==> src/rtl/dcache_ctrl_wb.sv <==
// Write-back, write-allocate L1 data cache controller: stalls on a miss, writes back a dirty victim,
// refills the block and replays the held request. Define DCACHE_PERF_CNT_EN to add perf counters.
module dcache_ctrl_wb #(
  parameter int unsigned ADDR_W      = 32,
  parameter int unsigned WORD_BYTES  = 4,
  parameter int unsigned BLOCK_WORDS = 4,
  localparam int unsigned BLOCK_BYTES = WORD_BYTES * BLOCK_WORDS,
  localparam int unsigned BLOCK_BITS  = 8 * BLOCK_BYTES,
  localparam int unsigned OFF_W       = $clog2(BLOCK_BYTES),
  localparam int unsigned BADDR_W     = ADDR_W - OFF_W,
  localparam int unsigned WORD_W      = 8 * WORD_BYTES
) (
  input  logic                   clock,
  input  logic                   reset,
  input  logic                   ren,
  input  logic                   wen,
  input  logic [ADDR_W-1:0]      addr,
  input  logic [WORD_BYTES-1:0]  byteSelectVector,
  input  logic [WORD_W-1:0]      din,
  output logic                   stall,
  output logic [WORD_W-1:0]      dout,
  input  logic                   cacheHit,
  input  logic                   cacheDirtyBit,
  input  logic [BADDR_W-1:0]     cacheVictimBAddr,
  input  logic [BLOCK_BITS-1:0]  cacheDout,
  output logic                   cacheEn,
  output logic                   cacheWen,
  output logic                   cacheFullBlockWen,
  output logic                   cacheSetDirty,
  output logic [BLOCK_BYTES-1:0] cacheBytesAccess,
  output logic [BLOCK_BITS-1:0]  cacheDin,
  output logic                   memRen,
  output logic                   memWen,
  output logic [BADDR_W-1:0]     memBlockAddr,
  output logic [BLOCK_BITS-1:0]  memDin,
  input  logic                   memReadReady,
  input  logic                   memWriteDone,
  input  logic [BLOCK_BITS-1:0]  memDout
`ifdef DCACHE_PERF_CNT_EN
  ,
  output logic [31:0]            perfHits,
  output logic [31:0]            perfMisses,
  output logic [31:0]            perfWritebacks
`endif
);

  localparam int unsigned WOFF_W = $clog2(WORD_BYTES);
  localparam int unsigned IDX_W  = (BLOCK_WORDS > 1) ? $clog2(BLOCK_WORDS) : 1;

  typedef enum logic [1:0] {StIdle, StWriteback, StMemread, StFill} state_e;

  state_e                state_q;
  logic [BADDR_W-1:0]    req_baddr_q;
  logic [BADDR_W-1:0]    victim_baddr_q;
  logic [BLOCK_BITS-1:0] victim_data_q;
  logic [BLOCK_BITS-1:0] fill_data_q;

  logic                   req;
  logic [IDX_W-1:0]       word_idx;
  logic [WORD_W-1:0]      hit_word;
  logic [BLOCK_BYTES-1:0] hit_mask;

  // A request seen while reset is held must not drive the array or stall.
  assign req = (ren | wen) & ~reset;

  if (BLOCK_WORDS > 1) begin : g_word_idx
    assign word_idx = addr[OFF_W-1:WOFF_W];
  end else begin : g_word_idx_single
    assign word_idx = '0;
  end

  assign hit_word = cacheDout[WORD_W*word_idx +: WORD_W];
  assign hit_mask = BLOCK_BYTES'(byteSelectVector) << (WORD_BYTES * word_idx);

  always_comb begin
    stall             = 1'b0;
    dout              = '0;
    cacheEn           = 1'b0;
    cacheWen          = 1'b0;
    cacheFullBlockWen = 1'b0;
    cacheSetDirty     = 1'b0;
    cacheBytesAccess  = '0;
    cacheDin          = '0;
    memRen            = 1'b0;
    memWen            = 1'b0;
    memBlockAddr      = '0;
    memDin            = '0;
    case (state_q)
      StIdle: begin
        if (req) begin
          if (cacheHit) begin
            cacheEn = 1'b1;
            if (wen) begin
              cacheWen         = 1'b1;
              cacheSetDirty    = 1'b1;
              cacheBytesAccess = hit_mask;
              cacheDin         = {BLOCK_WORDS{din}};
            end else begin
              dout = hit_word;
            end
          end else begin
            stall = 1'b1;
          end
        end
      end
      StWriteback: begin
        stall        = 1'b1;
        memWen       = 1'b1;
        memBlockAddr = victim_baddr_q;
        memDin       = victim_data_q;
      end
      StMemread: begin
        stall        = 1'b1;
        memRen       = 1'b1;
        memBlockAddr = req_baddr_q;
      end
      StFill: begin
        stall             = 1'b1;
        cacheEn           = 1'b1;
        cacheWen          = 1'b1;
        cacheFullBlockWen = 1'b1;
        cacheBytesAccess  = '1;
        cacheDin          = fill_data_q;
      end
      default: ;
    endcase
  end

  always_ff @(posedge clock) begin
    if (reset) begin
      state_q        <= StIdle;
      req_baddr_q    <= '0;
      victim_baddr_q <= '0;
      victim_data_q  <= '0;
      fill_data_q    <= '0;
    end else begin
      case (state_q)
        StIdle: begin
          if (req && !cacheHit) begin
            req_baddr_q    <= addr[ADDR_W-1:OFF_W];
            victim_baddr_q <= cacheVictimBAddr;
            victim_data_q  <= cacheDout;
            state_q        <= cacheDirtyBit ? StWriteback : StMemread;
          end
        end
        StWriteback: if (memWriteDone) state_q <= StMemread;
        StMemread: begin
          if (memReadReady) begin
            fill_data_q <= memDout;
            state_q     <= StFill;
          end
        end
        StFill:  state_q <= StIdle;
        default: state_q <= StIdle;
      endcase
    end
  end

`ifdef DCACHE_PERF_CNT_EN
  // Replay flag keeps the post-refill hit out of the hit count.
  logic replay_q;

  always_ff @(posedge clock) begin
    if (reset) begin
      perfHits       <= '0;
      perfMisses     <= '0;
      perfWritebacks <= '0;
      replay_q       <= 1'b0;
    end else begin
      if (state_q == StIdle) begin
        replay_q <= 1'b0;
        if (req && cacheHit && !replay_q) perfHits <= perfHits + 32'd1;
        if (req && !cacheHit) perfMisses <= perfMisses + 32'd1;
      end
      if (state_q == StWriteback && memWriteDone) perfWritebacks <= perfWritebacks + 32'd1;
      if (state_q == StFill) replay_q <= 1'b1;
    end
  end
`endif

endmodule

==> config.mk <==
export PLATFORM = sky130hd
export DESIGN_NAME = dcache_ctrl_wb
export DESIGN_NICKNAME = d
export VERILOG_FILES = /design/src/rtl/dcache_ctrl_wb.sv
export SDC_FILE = /design/constraint.sdc
export NUM_CORES = 1
export LEC_CHECK = 0
export CAP_MARGIN = 20
export CORE_AREA = 2 2 271 273
export DETAILED_ROUTE_END_ITERATION = 8
export DIE_AREA = 0 0 273 275
export RECOVER_POWER = 25
export SLEW_MARGIN = 30
export SYNTH_ARGS = -nofsm -noshare
export SYNTH_HDL_FRONTEND = slang
export SYNTH_SLANG_ARGS = --single-unit
==> constraint.sdc <==
create_clock -name clock -period 1.98 [get_ports clock]
set_input_delay 0.396 -clock clock [delete_from_list [all_inputs] [get_ports clock]]
set_output_delay 0.396 -clock clock [all_outputs]
set_load 0.005 [all_outputs]
==> Word-level counts from Yosys, hierarchy flattened <==
Index checks and enable logic that the tools add are counted.
W data, S select, Z words.
{ "totals": {"reg_bits": 314, "latch_bits": 0, "ram_bits": 0, "romBits": 0, "inputBits": 360, "out_inout_bits": 339, "n_memories": 0} }
{ "op_classes": {"add_sub_neg": 0, "n_mul": 0, "div": 0, "order_cmp": 0, "eq_ne": 6, "shifts": 2, "mux": 33, "n_bitwise": 3, "n_reduce_logical": 7} }
{ "op_table": {"columns": ["op", "count"], "rows": [
  ["$mux W128", 4],
  ["$pmux W128 S2", 1],
  ["$mux W32", 4],
  ["$shiftx A128 B8 Y32", 1],
  ["$pmux W28 S2", 1],
  ["$mux W16", 3],
  ["$pmux W16 S2", 1],
  ["$shl A4 B4 Y16", 1],
  ["$mux W1", 11],
  ["$mux W2", 4],
  ["$pmux W2 S4", 1],
  ["$ne A2 B2 Y1 const B", 3],
  ["$pmux W1 S2", 3],
  ["$eq A2 B2 Y1 const B", 2],
  ["$reduce_and A2 Y1", 2],
  ["$reduce_and A3 Y1", 1],
  ["$reduce_or A3 Y1", 1],
  ["$eq A2 B1 Y1 const B", 1],
  ["$logic_not A2 Y1", 1],
  ["$and A1 B1 Y1", 1],
  ["$logic_and A1 B1 Y1", 1],
  ["$logic_not A1 Y1", 1],
  ["$not A1 Y1", 1],
  ["$or A1 B1 Y1", 1]
]} }

==> Longest topological paths before layout <==
{ "logic_depth": {"word_depth": 5, "mapped_depth": 9, "depth_no_buf": 7} }

==> Worst setup path after synthesis <==
Ideal clock, no wire load.
{ "synth_path": {"path_type": "input to output", "startpoint": "input addr[2]", "endpoint": "output dout[10]", "arrival_time_ns": 1.522, "setup_slack_ns": 0.062, "stages": 4, "n_path_buf": 2, "cell_sequence": "buf_4 -> buf_2 -> mux4_2 -> nor2b_1"} }
{ "synth_via": {"elab_chain_len": 5} }
{ "synth_lines": {"columns": ["element", "line", "rtl"], "rows": [
  ["from (decl)", "17", "input logic [ADDR_W-1:0] addr,"],
  ["$shiftx A128 B8 Y32", "72", "assign hit_word = cacheDout[WORD_W*word_idx +: WORD_W];"],
  ["$mux W32", "93", "if (wen) begin"],
  ["$mux W32", "91", "if (cacheHit) begin"],
  ["$mux W32", "90", "if (req) begin"],
  ["$mux W32", "88", "case (state_q)"],
  ["to (decl)", "21", "output logic [WORD_W-1:0] dout,"]
]} }
Every way passes these cells.

==> Worst setup path after layout <==
{ "layout_path": {"startpoint": "register state_q[0]", "endpoint": "output dout[21]"} }
{ "layout_via": {"elab_chain_len": 2} }
{ "layout_lines": {"columns": ["element", "line", "rtl"], "rows": [
  ["from (decl)", "52", "state_e state_q;"],
  ["from (signal assigned)", "131", "state_q <= StIdle;"],
  ["from (signal assigned)", "143", "state_q <= cacheDirtyBit ? StWriteback : StMemread;"],
  ["from (signal assigned)", "146", "StWriteback: if (memWriteDone) state_q <= StMemread;"],
  ["$logic_not A2 Y1", "88", null],
  ["$mux W32", "88", null]
]} }
Every way passes these cells.

==> metrics <==
drt initial violations=between 1000 and 1500; first-pass GRT wire length=97300 um; Max Slew Vio Count=0; Max VDD drop=approximately 570 uV; Post-route DRC=0; Worst setup EP type=primary output; Root Buffer=clkbuf_16; DIE AREA=about 75000 um2; CTS clock-pin slew for the worst setup and hold paths=0.06 ns; most frequent CP cell=buf_6; Yosys reg bits=approximately 310; status=finished, violations left; Rows=between 90 and 100; clock tree from TritonCTS=done; final worst-path cycle share=136%; Num Clock Sinks=between 300 and 400; Cells after DPL=roughly 3700; H-tree levels=2; wire per inst=18.7 um; Skew-Pair Late Insertion Delay=around 0.55 ns; fin worst setup slack=-0.718 ns; final core occ=roughly 37%; post-detail-place hpwl=just over 50000 um; number of buffers created by CTS=40; Antenna Nets Post-Route=0; die width=around 270 um; Top delay family on crit path=buffers and inverters; gr ovfl total=0; Ys Warns=0; final hold vios=0; Startpoint Class=flop; GPL Wtd Cong=approximately 0.92; filler instances=7554; Final TNS setup=-175.57 ns; Worst-Margin Slew=about 0.90 ns; WP buf/inv=6; I/O Pins=699; Post-Syn Nets=roughly 2400; die span in y=roughly 280 um; worst-path cell chain=inv_2 -> ha_4 -> nand2b_1 -> nor2_2 -> nand3b_1 -> buf_6 -> buf_6 -> clkbuf_16 -> buf_12 -> nor2b_1 -> clkbuf_2; Finish-stage setup viols=just under 400; number of buffers on the longest clock path=3; worst hold path class=input port to flop; register area share after synthesis=between 40% and 50%; final instance area=about 27000 um2; Worst Path Max Fanout=7; Leak=about 12 nW; max_cap viols=0; Initial Util=between 20% and 30%; critical path class=flop to primary output; Distinct cells, synth=28; Setup WS pre-CTS=-1.01 ns; fin nets=about 3200; Hold-fix buffers, CTS=0; via/cell ratio=approximately 4.5; Synth Area per Inst=just over 7 um2; pin count of the biggest net entering global routing=roughly 160; total number of vias=roughly 17000; Final Skew=0.00694 ns; final wirelength=around 72000 um; R2R Setup Slk=-0.04 ns; Cell Area, Placed=between 20000 and 25000 um2; port bufs=between 600 and 700; crit path time final=around 2.7 ns; Post-Syn Area=roughly 15000 um2; Data required, critical path=1.58 ns; RSZ-0062 raised after global routing=yes; Core Area=72300 um2; data arrival time of the critical path=roughly 2.3 ns; Synth-to-Final Area Change=81.0%; failing checks=negative setup slack; initial antenna violation count=10; Post-Syn Instances=slightly above 2000; vias in the first global route=15800; Crit-path slowest cell=dfxtp_2; relative slew slack=approximately two fifths; non-filler cells, final=3859; Worst path max stage delay=between 0.3 and 0.4 ns; maximum clock rate=371 MHz; pwr dens=885 nW/um2; router iterations before antenna repair=5; GRT Overall Usage=~17%; share of layout cells above drive strength 1=~28%
[worst min-delay path, stage by stage]
cell and delay (ns):
clkdlybuf4s50_1 0.39, nand2_1 0.05, a21oi_1 0.05
[kinds of logic (layout without fill, tap and decap cells)]
logic type               count (synthesis)  count (layout)  synth area share (%)
AND/OR/NAND/NOR                       1008            1008                  29.1
AO/OA/AOI/OAI                          491             491                  17.2
flip-flops                             314             314                  42.6
buffers and inverters                  179            1045                  5.71
multiplexers                            33              33                  4.96
adder cells (fa/ha/maj)                  4               4                 0.340
other                                    0               5                     0
[repair_timing]
| action | in CTS | in global routing |
|---|---|---|
| gates resized for setup | 239 | 833 |
| pin swaps | 11 | 52 |
| endpoints found under the setup margin | 374 | 413 |
| gates cloned | 0 | 18 |
| setup buffers | 13 | 38 |
[path summary, 6_finish.rpt]
path	startpoint	to	cells past startpoint
max	state_q[0]$_SDFFE_PP0P_	dout[21]	11
min	memDout[26]	fill_data_q[26]$_SDFFE_PP0P_	3
max reg2reg	state_q[0]$_SDFFE_PP0P_	victim_data_q[8]$_SDFFE_PP0P_	9
min reg2reg	victim_data_q[3]$_SDFFE_PP0P_	victim_data_q[3]$_SDFFE_PP0P_	2
[power by group]
group | total, W | internal [W] | switching, W | leakage, nW
clock | 0.00693 | 0.00402 | 0.00291 | 0.594
combinational | 0.00950 | 0.00455 | 0.00495 | 8.89
sequential | 0.00719 | 0.00690 | 0.000294 | 2.55
[stage by stage]
stage | power, W | hold slack (ns)
2_1_floorplan | 0.0106 | 0.432
3_3_place_gp | 0.0150 | 0.438
3_5_place_dp | 0.0150 | 0.442
4_1_cts | 0.0222 | 0.329
5_1_grt | 0.0248 | 0.361
6_report | 0.0236 | 0.391
[metal layers]
| layer | track usage (%) | vias to the layer above | part of all wire [%] |
|---|---|---|---|
| met1 | 20.5 | 8068 | 41 |
| li1 | - | 8324 | - |
| met3 | 3.84 | 135 | 7.1 |
| met5 | 0 | - | 0.054 |
| met4 | 6.37 | 6 | 3.3 |
| met2 | 28.7 | 654 | 48 |
[flip-flops by register name, summed over array words and instances, names as in the netlist]
name and count:
victim_baddr_q 28, victim_data_q 128, req_baddr_q 28, fill_data_q 128
state_q 2
[cell type report]
cell class	count	area [um2]	area share, %
timing repair buffer	974	9360	35.1
multi-input combinational	1536	8590	32.2
sequential	314	6290	23.6
tap	959	1200	4.50
clock buffer	51	1090	4.10
clock inverter	14	115	0.431
inverter	6	23.8	0.0891
antenna	5	12.5	0.0469
[synth_stat cells (all sizes together)]
cell type / number / area share [%]
a21oi: 459 / 16
a221oi: 2 / 0.12
a22oi: 28 / 1.4
and2: 129 / 5.5
and3: 1 / 0.042
buf: 51 / 2.5
clkbuf: 122 / 3.1
clkinv: 1 / 0.025
dfxtp: 314 / 43
ha: 4 / 0.34
inv: 5 / 0.13
mux2i: 1 / 0.068
mux4: 32 / 4.9
nand2: 787 / 20
nand2b: 2 / 0.085
nand3b: 1 / 0.051
nand4b: 1 / 0.059
nor2: 21 / 0.53
nor2b: 61 / 2.6
nor3: 2 / 0.10
nor3b: 2 / 0.10
o21ai: 1 / 0.034
o31ai: 1 / 0.051
or3: 1 / 0.042
[cells in the final DEF (no fill, tap or decap), types with 4 or more instances in the layout]
cell	netlist	layout
nand2_8	0	4
nor2b_2	0	4
diode_2	0	5
dlygate4sd2_1	0	6
clkbuf_2	0	89
a21oi_2	0	106
nand2_4	0	17
nand2_2	0	10
a22oi_2	0	25
clkdlybuf4s50_1	0	357
nor2b_1	61	51
mux4_2	32	32
and2_4	0	16
buf_8	0	11
clkbuf_1	122	7
buf_4	1	181
buf_12	0	37
dlymetal6s2s_1	0	113
nand2_1	787	756
and2_1	129	113
nor2_1	21	18
clkinv_2	0	8
clkdlybuf4s15_2	0	10
a21oi_4	0	5
clkbuf_16	0	56
dfxtp_1	314	312
nor2b_4	0	6
a21oi_1	459	348
buf_2	25	105
buf_6	18	48
Power figures use the tool's default switching activity.
